### config.mk
export PLATFORM = sky130hd
export DESIGN_NAME = ysyx_22041207_ifu_axi_rd
export DESIGN_NICKNAME = d
export VERILOG_FILES = /design/src/rtl/ysyx_22041207_ifu_axi_rd_pkg.sv /design/src/rtl/ysyx_22041207_ifu_axi_rd_align.sv /design/src/rtl/ysyx_22041207_ifu_axi_rd.sv
export SDC_FILE = /design/constraint.sdc
export NUM_CORES = 1
export LEC_CHECK = 0
export CORE_MARGIN = 2
export CORE_UTILIZATION = 39
export CTS_CLUSTER_DIAMETER = 80
export DETAILED_ROUTE_END_ITERATION = 12
export PLACE_DENSITY = 0.83
export SLEW_MARGIN = 20
export SYNTH_ARGS = -nofsm -noshare
export SYNTH_HDL_FRONTEND = slang
export SYNTH_SLANG_ARGS = --single-unit
### constraint.sdc
create_clock -name clk -period 2 [get_ports clk]
set_input_delay 0.6 -clock clk [delete_from_list [all_inputs] [get_ports clk]]
set_output_delay 0.6 -clock clk [all_outputs]
set_load 0.05 [all_outputs]
### src/rtl/ysyx_22041207_ifu_axi_rd_pkg.sv
// Shared AXI constants, FSM state encoding and the byte-lane mask to arsize decode
// for the IFU single-beat AXI4 read master.
package ysyx_22041207_ifu_axi_rd_pkg;

  localparam logic [1:0] RESP_OKAY  = 2'b00;
  localparam logic [1:0] BURST_INCR = 2'b01;

  typedef enum logic [1:0] {
    IDLE,
    AR,
    R,
    RESP
  } state_e;

  typedef struct packed {
    logic       illegal;
    logic [2:0] arsize;
  } size_dec_t;

  // Only the four contiguous right-aligned lane masks map onto an AXI size.
  function automatic size_dec_t decode_size(input logic [7:0] mask);
    size_dec_t d;
    d.illegal = 1'b0;
    d.arsize  = 3'd0;
    case (mask)
      8'h01:   d.arsize = 3'd0;
      8'h03:   d.arsize = 3'd1;
      8'h0F:   d.arsize = 3'd2;
      8'hFF:   d.arsize = 3'd3;
      default: d.illegal = 1'b1;
    endcase
    return d;
  endfunction

endpackage

### src/rtl/ysyx_22041207_ifu_axi_rd_align.sv
// Right-aligns a 64-bit read beat to the byte offset of the request and
// zero-extends it to the access size.
module ysyx_22041207_rd_align (
  input  logic [63:0] i_rdata,
  input  logic [2:0]  i_off,
  input  logic [2:0]  i_arsize,
  output logic [63:0] o_data
);

  logic [63:0] w_shifted;

  assign w_shifted = i_rdata >> {i_off, 3'b000};

  always_comb begin
    case (i_arsize)
      3'd0:    o_data = {56'd0, w_shifted[7:0]};
      3'd1:    o_data = {48'd0, w_shifted[15:0]};
      3'd2:    o_data = {32'd0, w_shifted[31:0]};
      default: o_data = w_shifted;
    endcase
  end

endmodule

### src/rtl/ysyx_22041207_ifu_axi_rd.sv
// Fetch-side AXI4 read master: one request in, one single-beat AR/R transaction,
// right-aligned data back to the fetch stage. One transaction outstanding.
module ysyx_22041207_ifu_axi_rd
  import ysyx_22041207_ifu_axi_rd_pkg::*;
#(
  parameter int AXI_ID = 0,
  parameter int ID_W   = 4,
  parameter int ADDR_W = 64
) (
  input  logic              clk,
  input  logic              rst,
  input  logic              rx_r_valid_i,
  output logic              rx_r_ready_o,
  input  logic [ADDR_W-1:0] rx_r_addr_i,
  input  logic [7:0]        rx_r_size_i,
  output logic [63:0]       rx_data_read_o,
  output logic              rx_data_valid,
  input  logic              rx_data_ready,
  output logic              rx_err_o,
  output logic              arvalid,
  input  logic              arready,
  output logic [ADDR_W-1:0] araddr,
  output logic [ID_W-1:0]   arid,
  output logic [7:0]        arlen,
  output logic [2:0]        arsize,
  output logic [1:0]        arburst,
  input  logic              rvalid,
  output logic              rready,
  input  logic [63:0]       rdata,
  input  logic [1:0]        rresp,
  input  logic              rlast,
  input  logic [ID_W-1:0]   rid
);

  localparam logic [ID_W-1:0] W_ID = ID_W'(AXI_ID);

  state_e            r_state;
  logic              r_arvalid;
  logic [ADDR_W-1:0] r_araddr;
  logic [2:0]        r_arsize;
  logic [2:0]        r_off;
  logic              r_rready;
  logic              r_data_valid;
  logic [63:0]       r_data;
  logic              r_err;

  size_dec_t   w_dec;
  logic [63:0] w_aligned;

  assign w_dec = decode_size(rx_r_size_i);

  ysyx_22041207_rd_align u_align (
    .i_rdata  (rdata),
    .i_off    (r_off),
    .i_arsize (r_arsize),
    .o_data   (w_aligned)
  );

  always_ff @(posedge clk) begin
    if (rst) begin
      r_state      <= IDLE;
      r_arvalid    <= 1'b0;
      r_araddr     <= '0;
      r_arsize     <= 3'd0;
      r_off        <= 3'd0;
      r_rready     <= 1'b0;
      r_data_valid <= 1'b0;
      r_data       <= '0;
      r_err        <= 1'b0;
    end else begin
      case (r_state)
        IDLE: begin
          if (rx_r_valid_i) begin
            r_off    <= rx_r_addr_i[2:0];
            r_arsize <= w_dec.arsize;
            // An unsupported lane mask never reaches the bus; it is answered locally.
            if (w_dec.illegal) begin
              r_data       <= '0;
              r_err        <= 1'b1;
              r_data_valid <= 1'b1;
              r_state      <= RESP;
            end else begin
              r_araddr  <= rx_r_addr_i;
              r_arvalid <= 1'b1;
              r_state   <= AR;
            end
          end
        end
        AR: begin
          if (arready) begin
            r_arvalid <= 1'b0;
            r_rready  <= 1'b1;
            r_state   <= R;
          end
        end
        R: begin
          if (rvalid) begin
            r_data       <= w_aligned;
            r_err        <= (rresp != RESP_OKAY) || !rlast || (rid != W_ID);
            r_rready     <= 1'b0;
            r_data_valid <= 1'b1;
            r_state      <= RESP;
          end
        end
        RESP: begin
          if (rx_data_ready) begin
            r_data_valid <= 1'b0;
            r_state      <= IDLE;
          end
        end
        default: r_state <= IDLE;
      endcase
    end
  end

  assign rx_r_ready_o   = (r_state == IDLE) && rx_r_valid_i && !rst;
  assign rx_data_read_o = r_data;
  assign rx_data_valid  = r_data_valid;
  assign rx_err_o       = r_err;
  assign arvalid        = r_arvalid;
  assign araddr         = r_araddr;
  assign arid           = W_ID;
  assign arlen          = 8'd0;
  assign arsize         = r_arsize;
  assign arburst        = BURST_INCR;
  assign rready         = r_rready;

endmodule
==> summary.txt, run 1 <==
critical path depth in cells: 6
Setup crit start kind: flip-flop
Leak: 4.52 nW
GRT Total Usage: 26.4%
CP Buf/Inv Count: 3
Largest stage delay, worst path: 0.37 ns
RSZ-0062 raised after global routing: yes
CTS Buf Count: 17
CTS Root Cell: clkbuf_16
Reg2Reg Capture Point: rx_data_read_o[20]$_SDFFE_PP0P_
number of global-route vias before repair: 7336
Antenna Cells: 0
clk_skew: 0.00839 ns
critical path class: reg2out
H-tree Lvls: 4
FMAX: 0.495 GHz
CP max-delay cell: dfxtp_4
DR vias: 7221
number of synthesized register bits: 139
Initial DRC Count: 330
Worst path top cell family by delay: flip-flops
Hold Violations, Final: 0
final critical-path required period: 2.02 ns
CTS tree: built
VDD IR max: 0.812 mV
Max Cap Viol: 0
Starting Density: 39.7%
Area Overhead vs Synth: 58.1%
Worst Tran Pin Value: 0.645 ns
core area: 17900 um2
Total Power: 10.3 mW
Die Wd: 139 um
worst r2r src: r_state[1]$_SDFFE_PP0P_
Initial DRT Pass Iterations: 5
status: finished, violations left
Yosys cell types: 51
Rel. slew slack: 57.0%
initial antenna violation count: 1
number of synthesized flops with an enable pin: 0
drt drc: 0
Setup violations, final: 3
crit path max fanout: 3
Crit. Startpoint: r_state[1]$_SDFFE_PP0P_
pins over their slew limit: 0
reg2reg path depth: 9
average vias per placed instance: 5.23
Syn Inst Count: 789
CP arrival: 1.42 ns
Detail Placement HPWL: 19100 um
critical path capture point: rx_r_ready_o
area of the die: 19300 um2
Post-Place Setup Slack: -0.713 ns
asr flop ratio synth: 0%
DR WL/cell: 19.4 um
clk slew on worst S/H paths: 0.06 ns
wire length of the first global-routing pass: 40200 um
FP Rows: 49
worst hold margin: 0.452 ns
synthesis warning total: 0
failing checks: negative setup slack
port bufs: 283
clock latency on the worst-skew pair: 0.43 ns
pwr/cell area: 918 nW/um2
reg2reg setup slack: 0 ns
grt ovf: 0
CP Cell Sequence: inv_4 > ha_4 > buf_6 > nand2_8 > nor2_4 > buf_12
required time of the critical path: 1.40 ns
layout cells sized above 1: 28.0%
fin crit share: 101%
# IOs: 299
hold crit path type: reg2reg
Routed WL: 26700 um
most frequent cells in the layout: buf_4 (219), mux2i_1 (149), clkdlybuf4s50_1 (142)
register area share after synthesis: 39.2%
Worst setup EP type: output pin
GP Congestion: 0.944
largest net degree at the start of global routing: 64
Avg Synthesized Cell Area: 9.01 um2
most common cell after layout, fill and taps aside: buf_4
Antenna Violating Nets Remaining: 0
Worst Setup Slack, final: -0.0219 ns
Main synth FF type: dfxtp_1
Nets: 1293
Num Clock Sinks: 139
CTS Buffer Depth: 2
Netlist Area Pre-Place: 7110 um2
die height: 139 um
[worst min path at each step]
stage	startpoint	to	slack [ns]	cells after the start
after floorplan	r_state[0]$_SDFFE_PP0P_	r_state[0]$_SDFFE_PP0P_	0.53	2
after global placement	rx_data_read_o[54]$_SDFFE_PP0P_	rx_data_read_o[54]$_SDFFE_PP0P_	0.44	2
after detailed placement	rx_data_read_o[50]$_SDFFE_PP0P_	rx_data_read_o[50]$_SDFFE_PP0P_	0.45	2
after CTS	rx_data_read_o[50]$_SDFFE_PP0P_	rx_data_read_o[50]$_SDFFE_PP0P_	0.46	2
after global routing	rx_data_read_o[50]$_SDFFE_PP0P_	rx_data_read_o[50]$_SDFFE_PP0P_	0.47	2
final	rx_data_read_o[50]$_SDFFE_PP0P_	rx_data_read_o[50]$_SDFFE_PP0P_	0.45	2
[synth_stat cells, drive strengths merged (10+ instances only)]
library cell  number  area share [%]
a21oi             19             1.4
nand2            122             6.4
nor2              96             5.2
mux2              19             3.0
o211ai            10             1.1
nand3             11            0.77
buf               52             5.8
o21ai             21             1.5
dfxtp            139              39
nor2b             20             1.8
clkbuf            22             1.2
mux2i            151              21
inv               11            0.58
[worst min-delay path: cells and delay by family (launching register included)]
family             cells  cell delay [ns]
AOI/OAI and AO/OA      1             0.05
and+or+nand+nor        1             0.05
DFF                    1             0.31
[final cells by class]
| cell class | instances | area [um2] |
|---|---|---|
| repair buffers | 392 | 3610 |
| inverters | 11 | 46.3 |
| fillers | 1505 | 6670 |
| flip-flops and latches | 139 | 2790 |
| multi-input cells | 578 | 3940 |
| clock buffers | 19 | 443 |
| clock inverters | 13 | 108 |
| well taps | 229 | 287 |
[timing repair]
item,CTS,global route
gates resized for setup,23,18
setup endpoints to repair,120,95
hold buffers,0,0
pin swaps,7,9
buffers inserted,7,8
cloned,4,4
hold endpoints to repair,0,0
[power by group]
group / switching [mW] / internal, mW
sequential: 0.123 / 2.87
combinational: 2.16 / 2.14
clock: 1.37 / 1.65
total: 3.65 / 6.66
[flip-flops by register name (all words and copies together) (netlist names)]
name	cells
araddr	64
rready	1
rx_err_o	1
rx_data_read_o	64
arsize	2
arvalid	1
r_state	2
r_off	3
rx_data_valid	1
[layer usage]
| metal | global-route usage [%] | up-vias | share of wire [%] | wire (um) |
|---|---|---|---|---|
| li1 | - | 3421 | - | - |
| met1 | 30.3 | 3378 | 39 | 10500 |
| met2 | 45.7 | 359 | 49 | 13200 |
| met3 | 7.25 | 61 | 7.8 | 2090 |
| met4 | 12.0 | 2 | 3.6 | 951 |
| met5 | 0 | - | 0.060 | 16 |
[stage by stage]
step	area, um2	std cells	utilization [%]	TNS, ns
floorplan	7170	802	-	0
global placement	10300	1328	57.4	-64.66
detailed placement	10300	1328	57.4	-74.01
CTS	11100	1371	61.9	-0.0604
global route	11200	1381	62.8	-0.272
finish	11200	1381	62.8	-0.0420
[logic make-up after synthesis]
group           Yosys count  share of synthesized area, %
mux                     170                          24.3
other cells               2                         0.106
compound gates          109                          10.7
simple gates            279                          17.3
buf+inv                  85                          7.55
flops                   139                          39.2
fa+ha+maj                 5                         0.880
(Power assumes the default switching activity.)
==> inputs of run 2 (changes only) <==
--- a/config.mk
+++ b/config.mk
@@ -5,9 +5,11 @@
 export SDC_FILE = /design/constraint.sdc
 export NUM_CORES = 1
 export LEC_CHECK = 0
+export ABC_AREA = 1
 export CORE_MARGIN = 2
-export CORE_UTILIZATION = 39
+export CORE_UTILIZATION = 40
 export CTS_CLUSTER_DIAMETER = 80
+export CTS_CLUSTER_SIZE = 12
 export DETAILED_ROUTE_END_ITERATION = 12
 export PLACE_DENSITY = 0.83
 export SLEW_MARGIN = 20
==> summary.txt, run 2 <==
status: finished clean
Antenna Violating Nets Remaining: 0
required time of the critical path: 1.40 ns
Placed Cells: 1835
core area: 19300 um2
CTS tree: built
number of synthesized register bits: 139
Initial DRC Count: 876
Max Cap Viol: 0
critical path class: in2out
Yosys cell types: 30
DR vias: 9111
Avg Synthesized Cell Area: 5.91 um2
post-placement cell area: 10800 um2
Worst setup EP type: output pin
Post-Place Setup Slack: -0.319 ns
number of synthesized flops with an enable pin: 0
largest net degree at the start of global routing: 56
top-count cell post-synth: nand2_1
Main synth FF type: dfxtp_1
fin crit share: 97.8%
Num Clock Sinks: 139
Syn Inst Count: 1317
Synth area leaders: dfxtp_1 (36%), nand2_1 (21%), nor2_1 (11%)
Initial DRT Pass Iterations: 5
asr flop ratio synth: 0%
DR WL/cell: 14.1 um
Hold Path Sink: rx_data_read_o[52]$_SDFFE_PP0P_
Crit. Startpoint: rx_r_valid_i
Routed WL: 26400 um
pwr/cell area: 1270 nW/um2
drt drc: 0
fin util: 59.6%
CP Buf/Inv Count: 2
number of global-route vias before repair: 8161
# IOs: 299
Worst Setup Slack, final: 0.0433 ns
Hold Violations, Final: 0
synthesis warning total: 0
Antenna Cells: 0
VDD IR max: 0.737 mV
Worst path top cell family by delay: buffers and inverters
Nets: 1746
register area share after synthesis: 35.7%
Starting Density: 40.4%
Fillers: 1811
port bufs: 283
Die Wd: 144 um
most frequent cells in the layout: nand2_1 (436), nor2_1 (232), buf_4 (175)
Largest stage delay, worst path: 0.32 ns
leading area contributor after synthesis: dfxtp_1
hold path start: rx_data_read_o[52]$_SDFFE_PP0P_
CTS Buffer Depth: 2
FMAX: 0.511 GHz
GRT Total Usage: 24.6%
most common cell after layout, fill and taps aside: nand2_1
area of the die: 20600 um2
CP max-delay cell: clkdlybuf4s15_1
wire length of the first global-routing pass: 40200 um
initial antenna violation count: 0
GP Congestion: 0.961
CTS Hold Bufs: 0
CP Cell Sequence: clkdlybuf4s15_1 > nand2_1 > nor2_2 > buf_12
clk slew on worst S/H paths: 0.06 ns
most frequent cells after synthesis: nand2_1 (436), nor2_1 (236), nand3_1 (169), dfxtp_1 (139), inv_1 (113)
Layout Cells excl Fill: 1870
CTS Buf Count: 17
Netlist Area Pre-Place: 7790 um2
Fin Setup TNS: 0 ns
reg2reg setup slack: 0.10 ns
Setup violations, final: 0
H-tree Lvls: 4
Total Power: 14.6 mW
CP arrival: 1.36 ns
Post-Layout Inst Area: 11500 um2
hold path depth: 2
CTS Root Cell: clkbuf_16
clk_skew: 0.0126 ns
top-area cell type share of the netlist area: 35.7%
Leak: 5.75 nW
crit path max fanout: 4
grt ovf: 0
hold crit path type: reg2reg
pins over their slew limit: 0
worst hold margin: 0.459 ns
final critical-path required period: 1.96 ns
reg2reg path depth: 12
Reg2Reg Capture Point: rx_data_read_o[6]$_SDFFE_PP0P_
Area Overhead vs Synth: 47.4%
worst r2r src: r_state[1]$_SDFFE_PP0P_
layout cells sized above 1: 15.6%
Detail Placement HPWL: 19600 um
Setup crit start kind: input pin
die height: 144 um
clock latency on the worst-skew pair: 0.43 ns
FP Rows: 51
average vias per placed instance: 4.87
-- run 2: power by group --
| group | internal [mW] | switching, mW |
|---|---|---|
| Clock | 1.89 | 1.33 |
| Combinational | 2.66 | 5.09 |
| Sequential | 3.28 | 0.361 |
-- run 2: timing repair --
item	4_1_cts	5_1_grt
pin swaps	1	1
gates resized for setup	7	6
endpoints found under the setup margin	1	66
setup buffers	1	1
cloned	0	3
-- run 2: layout make-up --
cell class	instances	area, um2	area share (%)
inverters	117	443	3.86
flip-flops and latches	139	2790	24.2
clock buffers	17	425	3.70
clock inverters	15	176	1.54
multi-input cells	975	4160	36.2
well taps	265	332	2.89
repair buffers	342	3170	27.6
-- run 2: cells by family (layout without fill, tap and decap cells) --
kind of cell | count (synthesis) | in the layout | share of synthesized area (%)
simple gates | 866 | 867 | 45.4
buf+inv | 217 | 491 | 12.0
flops | 139 | 139 | 35.7
compound gates | 88 | 88 | 5.94
fa+ha+maj | 5 | 5 | 0.803
other cells | 2 | 15 | 0.0964
-- run 2: worst max path at each step --
stage | to | depth (start not counted) | slack [ns]
floorplan | rx_r_ready_o | 5 | 0.09
global placement | araddr[42]$_SDFFE_PP0P_ | 12 | -0.29
detailed placement | araddr[11]$_SDFFE_PP0P_ | 12 | -0.32
CTS | rx_r_ready_o | 5 | 0.03
global route | araddr[50]$_SDFFE_PP0P_ | 12 | -0.01
finish | rx_r_ready_o | 4 | 0.04
-- run 2: worst min-delay path, stage by stage (launching register included) --
cell	delay, ns
dfxtp_1	0.31
nand2_1	0.06
a21oi_1	0.05
-- run 2: layer usage --
| layer | vias up | global-route usage (%) | wire length, um |
|---|---|---|---|
| li1 | 4605 | - | - |
| met1 | 4060 | 30.0 | 10600 |
| met2 | 383 | 41.8 | 12800 |
| met3 | 63 | 5.60 | 2140 |
| met4 | 0 | 10.1 | 857 |
| met5 | - | 0 | 0 |
==> inputs of run 3 (changes only) <==
==> constraint.sdc (replaced) <==
create_clock -name clk -period 2 [get_ports clk]
set_input_delay 0.6 -clock clk [delete_from_list [all_inputs] [get_ports clk]]
set_output_delay 0.6 -clock clk [all_outputs]
set_load 0.005 [all_outputs]
==> summary.txt, run 3 (synthesized netlist as in run 2, its figures left out) <==
sequential share of power: 27.0%
Fillers: 1746
post-placement cell area: 11100 um2
Setup violations, final: 0
Area Overhead vs Synth: 51.9%
Layout Cells excl Fill: 1870
status: finished clean
CTS tree: built
most frequent cells in the layout: nand2_1 (436), clkdlybuf4s50_1 (281), nor2_1 (236)
most common cell after layout, fill and taps aside: nand2_1
Largest stage delay, worst path: 0.54 ns
hold crit path type: reg2reg
drt drc: 0
layout cells sized above 1: 7.17%
DR vias: 9177
CP Buf/Inv Count: 1
CP arrival: 1.36 ns
Worst Setup Slack, final: 0.0411 ns
Starting Density: 40.4%
Sw Pwr: 5.23 mW
# IOs: 299
Nets: 1746
DR WL/cell: 14.4 um
wire length of the first global-routing pass: 41400 um
CTS Buffer Depth: 2
Worst path top cell family by delay: buffers and inverters
pwr/cell area: 1130 nW/um2
clk slew on worst S/H paths: 0.06 ns
Routed WL: 27000 um
port bufs: 283
Initial DRT Pass Iterations: 6
Antenna Violating Nets Remaining: 0
reg2reg setup slack: 0.13 ns
fin util: 61.4%
RSZ-0062 raised after global routing: no
FMAX: 0.511 GHz
critical path class: reg2out
GP Congestion: 0.939
CTS Root Cell: clkbuf_16
H-tree Lvls: 4
Placed Cells: 1833
final critical-path required period: 1.96 ns
Worst setup EP type: output pin
switching share of power: 39.2%
largest net degree at the start of global routing: 67
Post-Place Setup Slack: -0.414 ns
Hold Violations, Final: 0
FP Rows: 51
core area: 19300 um2
Antenna Cells: 0
crit path max fanout: 2
Max Cap Viol: 0
area of the die: 20600 um2
GRT Total Usage: 25.6%
initial antenna violation count: 1
die height: 144 um
pins over their slew limit: 0
Initial DRC Count: 823
Clock power frac: 24.7%
number of global-route vias before repair: 8285
CTS Buf Count: 17
grt ovf: 0
required time of the critical path: 1.40 ns
logic gate share of total power: 48.3%
Leak: 5.50 nW
clk_skew: 0.0105 ns
CP Cell Sequence: clkdlybuf4s50_1
CP max-delay cell: clkdlybuf4s50_1
Num Clock Sinks: 139
Post-Layout Inst Area: 11800 um2
worst hold margin: 0.459 ns
Die Wd: 144 um
average vias per placed instance: 4.91
Total Power: 13.4 mW
Setup crit start kind: flip-flop
VDD IR max: 0.901 mV
clock latency on the worst-skew pair: 0.42 ns
Detail Placement HPWL: 20100 um
fin crit share: 97.9%
Fin Setup TNS: 0 ns
internal power: 8.12 mW
==> run 3: cell types whose count changed in the layout (fill, tap and decap cells not counted), moves of 4 or more <==
cell and delta:
nor2_1 +4, buf_4 -134, clkdlybuf4s50_1 +135, nor2_2 -4
==> run 3: path summary, 6_finish.rpt <==
| path | start | end | depth (start not counted) |
|---|---|---|---|
| worst min register to register | rx_data_read_o[50]$_SDFFE_PP0P_ | rx_data_read_o[50]$_SDFFE_PP0P_ | 2 |
| worst max-delay path | rx_data_read_o[34]$_SDFFE_PP0P_ | rx_data_read_o[34] | 1 |
| worst min-delay path | rx_data_read_o[50]$_SDFFE_PP0P_ | rx_data_read_o[50]$_SDFFE_PP0P_ | 2 |
| worst max register to register | r_state[0]$_SDFFE_PP0P_ | rx_data_read_o[14]$_SDFFE_PP0P_ | 11 |
==> run 3: routing by layer <==
| layer | vias to the layer above | part of all wire, % | GRT usage, % |
|---|---|---|---|
| met2 | 406 | 49 | 42.8 |
| met1 | 4096 | 39 | 31.2 |
| met3 | 63 | 8.5 | 6.40 |
| met4 | 2 | 3.5 | 11.2 |
| li1 | 4610 | - | - |
| met5 | - | 0.048 | 0 |
==> run 3: cell type report <==
type | instances | area [um2] | area share (%)
clock inverters | 14 | 174 | 1.47
clock buffers | 18 | 439 | 3.71
well taps | 265 | 332 | 2.80
multi-input cells | 974 | 4140 | 35.0
inverters | 117 | 445 | 3.77
repair buffers | 343 | 3510 | 29.7
flip-flops and latches | 139 | 2790 | 23.6
==> run 3: worst min-delay path: cells and delay by family (launching register included) <==
kind               cells  cell delay [ns]
AOI/OAI and AO/OA      1             0.05
and+or+nand+nor        1             0.06
DFF                    1             0.30
==> run 3: power by group through the flow <==
| stage | Sequential, mW | Clock, mW | Combinational (mW) |
|---|---|---|---|
| finish | 3.61 | 3.29 | 6.45 |
| global route | 3.65 | 3.47 | 7.16 |
| CTS | 3.61 | 3.35 | 6.23 |
| detailed placement | 3.65 | 0 | 6.14 |
| global placement | 3.64 | 0 | 5.99 |
| floorplan | 3.62 | 0 | 3.60 |
==> run 3: what timing repair did <==
item	in CTS	in global routing
hold buffers	0	0
buffers inserted	1	3
setup endpoints to repair	2	32
pin swaps	1	0
gates resized for setup	10	5
gates cloned	0	1
==> RTL change 1: new RTL, settings of run 1 <==
`ADDR_W`: 64 -> 128.
--- a/src/rtl/ysyx_22041207_ifu_axi_rd.sv
+++ b/src/rtl/ysyx_22041207_ifu_axi_rd.sv
@@ -7,3 +7,3 @@
   parameter int ID_W   = 4,
-  parameter int ADDR_W = 64
+  parameter int ADDR_W = 128
 ) (
Ports: changed (resized araddr and rx_r_addr_i); port bits go from 299 to 427. No check against the original RTL was run, so the function may have changed too.
==> RTL change 1 against run 1 <==
- hold slack improved by 0.0052 ns
- clock skew increased by 0.016 ns
- sequential cell count grew 64
- design area is 41% higher
- core utilization increased by 0.39 points
- synthesized area rose by 40%
- cell count increased by 41%
- routed wire length is 33% higher
- power grew 30%
- worst setup slack better by 0.029 ns
- largest cell class unchanged
==> RTL change 1: results (changes against run 1) <==
status=finished clean; H-Tree Depth=1 (-3); sequential power=0.00426 W (+42%); Total GRT Usage=25.1% (-1.3 points); CP arrival=1.39 ns (-0.03 ns); pre-CTS setup slack=-0.832 ns (-0.119 ns); routability cong.=0.910 (-3.5%); post-synthesis area per instance=8.86 sq um (-1.6%); Placed Cells=1873 (+41%); largest cells by area after synthesis=dfxtp_1, mux2i_1, nand2_1, clkbuf_1, buf_4; vias in the first global route=9823 (+34%); layout cell share with drive strength beyond 1=24.9% (-3.1 points); Synth Area in Adders=0.630% (-0.25 points); Iter 0 DRT Violations=615 (+86%); Wirelength per Cell=18.3 um (-5.5%); global-route wire length before repair=52900 um (+32%); fillers=2058 (+37%); worst skew pair latency=0.52 ns (+0.09 ns); clk_skew=0.0244 ns (+0.0160 ns); DR vias=9881 (+37%); cts bufs inserted=24 (+7); dpl hpwl=26300 um (+38%); Layout Cells excl Fill=1945 (+41%); slowest CP cell=dfxtp_2; largest net degree at the start of global routing=66 (+3.1%)
RTL change 1: cell count changes after synthesis, moves of 7 or more:
cell and delta:
nand2_1 +246, mux2i_1 +90, nor2_1 -86, dfxtp_1 +64, clkbuf_1 +28, nand3b_1 +18, mux2_2 -11, nor3_1 +9
nor2b_1 -8, o21bai_1 -8, o2bb2ai_1 +7
RTL change 1: logic make-up after synthesis:
kind of cell,after synthesis
and+or+nand+nor,454
muxes,249
DFF,203
buffers and inverters,109
AOI/OAI and AO/OA,98
adders and majority gates,5
other,2
RTL change 1: area by class of cell:
class	instances	share of cell area, %
clock buffer	30	4.19
multi-input combinational	821	33.7
clock inverter	14	1.18
inverter	7	0.229
timing repair buffer	540	32.5
sequential	203	25.7
tap	330	2.60
RTL change 1: timing repair:
action,in CTS,in global routing
buffers inserted,16,3
gates cloned,9,0
endpoints found under the setup margin,195,85
pin swaps,6,3
hold buffers,0,0
resized for setup,61,3
RTL change 1: layer usage:
metal | vias to the layer above | share of wire, % | global-route usage, %
met2 | 467 | 50 | 45.5
met3 | 91 | 8.8 | 6.22
met1 | 4590 | 37 | 28.1
met5 | - | 0 | 0
li1 | 4733 | - | -
met4 | 0 | 3.9 | 9.85
RTL change 1: worst paths after layout:
path / startpoint / end / slack, ns / cells after the start
worst min-delay path: araddr[37]$_SDFFE_PP0P_ / araddr[37]$_SDFFE_PP0P_ / 0.46 / 2
worst max-delay path: r_state[0]$_SDFFE_PP0P_ / rx_r_ready_o / 0.007 / 5
worst max register to register: r_state[0]$_SDFFE_PP0P_ / araddr[114]$_SDFFE_PP0P_ / 0.05 / 12
worst min register to register: araddr[37]$_SDFFE_PP0P_ / araddr[37]$_SDFFE_PP0P_ / 0.46 / 2
==> RTL change 2: new RTL, settings of run 1 <==
Without the edit above. Re-encode `state_e` (4 states) as Gray code, 2 bits wide.
--- a/src/rtl/ysyx_22041207_ifu_axi_rd_pkg.sv
+++ b/src/rtl/ysyx_22041207_ifu_axi_rd_pkg.sv
@@ -8,6 +8,6 @@
   typedef enum logic [1:0] {
-    IDLE,
-    AR,
-    R,
-    RESP
+    IDLE = 2'b00,
+    AR   = 2'b01,
+    R    = 2'b11,
+    RESP = 2'b10
   } state_e;
Formal check against the unedited RTL: same outputs for any inputs over 4 cycles, from zero or initial values and one cycle with rst high; so few cycles prove little.
==> RTL change 2 against run 1 <==
- the flow still finishes with violations (negative setup slack)
- routed wire length rose by 6.6%
- sequential cell count did not move
- critical path depth fell by 3
- synthesized cell count rose by 4.8%
- design area rose by 2.4%
- die area rose by 5.0%
- synthesized area rose by 5.2%
- first-iteration DRC count rose by 34%
- worst setup slack got worse by 0.019 ns
- via count rose by 8.5%
- critical path type unchanged
- critical endpoint unchanged
Power is not compared: it rests on default switching activity, and its combinational part moved more than twofold at a synthesized area within 25%.
==> RTL change 2: results (changes against run 1) <==
Total GRT Usage=26.7% (+0.36 points); initial antenna violation count=0 (-1); status=complete, but fails checks; area of the multi-input gates=4160 sq um (+5.5%); vias in the first global route=7737 (+5.5%); main flop type after synthesis=dfxtp_1; largest net degree at the start of global routing=65 (+1.6%); routed length on met3=2720 um (+30%); comb_multi_in=567 (-1.9%); Non-clock buffers=378 (-3.6%); slowest CP cell=or3b_4; clock network area share=5.23% (+0.33 points); CP arrival=1.44 ns (+0.02 ns); DR WL met2=13800 um (+4.3%); fin worst setup slack=-0.0412 ns (-0.0193 ns); total clock sinks=139 (unchanged); highest metal used=met4; routability cong.=0.864 (-8.5%); DRT Wirelength=28500 um (+6.6%); met2 usage=45.1% (-0.59 points); DRT met1 WL=10800 um (+2.9%); max-cap viol count=0 (unchanged); Clock Path Buffers=2 (unchanged); crit path max fanout=5 (+2); Signal inverters=34 (+23); GR Util met3=8.92% (+1.7 points); Compound-Gate Fraction of Synth Area=20.6% (+9.9 points); Worst Max-Slew Pin Slew=0.917 ns (+0.272 ns); CP max stage delay=0.40 ns (+0.03 ns); fillers=1581 (+5.0%); Iter 0 DRT Violations=443 (+34%); dpl hpwl=19800 um (+3.5%); Register Area=2790 sq um (about the same); largest cells by area after synthesis=dfxtp_1, mux2i_1, o211ai_1, a21oi_1, nand3_1; NonClk Buf Share=30.7% (-1.5 points); HP Start=araddr[56]$_SDFFE_PP0P_; layout cell share with drive strength beyond 1=26.9% (-1.1 points); Placed Cells=1337 (+0.68%); clk_skew=0.00610 ns (-0.00229 ns); met1 usage=30.5% (+0.23 points); post-synthesis cell type count=53 (+3.9%); mux cell area share after synthesis=18.4% (-5.8 points); Synth Area in Adders=0% (-0.88 points); R2R setup slack=-0.03 ns (-0.03 ns); pre-CTS setup slack=-0.611 ns (+0.103 ns); DRC violations left=0 (unchanged); violated checks=negative setup slack; Layout Cells excl Fill=1383 (+0.14%); post-synthesis sequential area ratio=37.2% (-1.9 points); DR vias=7836 (+8.5%); Worst Hold Slack=0.463 ns (+0.0109 ns); clkbuf count=20 (+1); final setup fails=3 (unchanged); Syn Inst Count=827 (+4.8%); synth cell count leaders=dfxtp_1, mux2i_1, a21oi_1; global-route wire length before repair=42000 um (+4.6%); RR Startpoint=r_state[0]$_SDFFE_PP0P_
## RTL change 2: cell types whose count changed in the layout (fill, tap and decap cells not counted), moves of 45 or more
cell / delta
nor2_1: -82
nand2_1: -64
o211ai_1: +56
a21oi_1: +55
nand3_1: +55
mux2i_1: -45
## RTL change 2: through the flow
step / power, W / TNS [ns] / area (sq um)
2_1_floorplan: 0.00353 / -0.279 / 7560
3_3_place_gp: 0.00411 / -67.87 / 10600
3_5_place_dp: 0.00412 / -70.51 / 10600
4_1_cts: 0.00742 / -0.0579 / 11400
5_1_grt: 0.00763 / -1.08 / 11500
6_report: 0.00742 / -0.0745 / 11500
## RTL change 2: final timing paths
path	end	depth (start not counted)
worst max register to register	arvalid$_SDFFE_PP0P_	7
worst min register to register	araddr[56]$_SDFFE_PP0P_	2
worst min-delay path	araddr[56]$_SDFFE_PP0P_	2
worst max-delay path	rx_r_ready_o	3
## RTL change 2: logic make-up after synthesis
| group | after synthesis |
|---|---|
| and+or+nand+nor | 210 |
| AOI/OAI and AO/OA | 218 |
| other | 2 |
| muxes | 124 |
| DFF | 139 |
| buffers and inverters | 134 |
## RTL change 2: critical path, delay by kind of cell, from the launching register on
kind / cells / cell delay [ns]
buffers and inverters: 1 / 0.14
AND/OR/NAND/NOR: 2 / 0.51
flip-flops: 1 / 0.36
## RTL change 2: power by group
group,internal (W),switching (W)
clock,0.00202,0.00128
sequential,0.00278,0.0000222
combinational,0.000662,0.000653
## RTL change 2: repair_timing
| item | in CTS | in global routing |
|---|---|---|
| setup endpoints to repair | 131 | 71 |
| setup buffers | 6 | 1 |
| cloned | 4 | 5 |
| resized for setup | 24 | 12 |
| pin swaps | 8 | 5 |
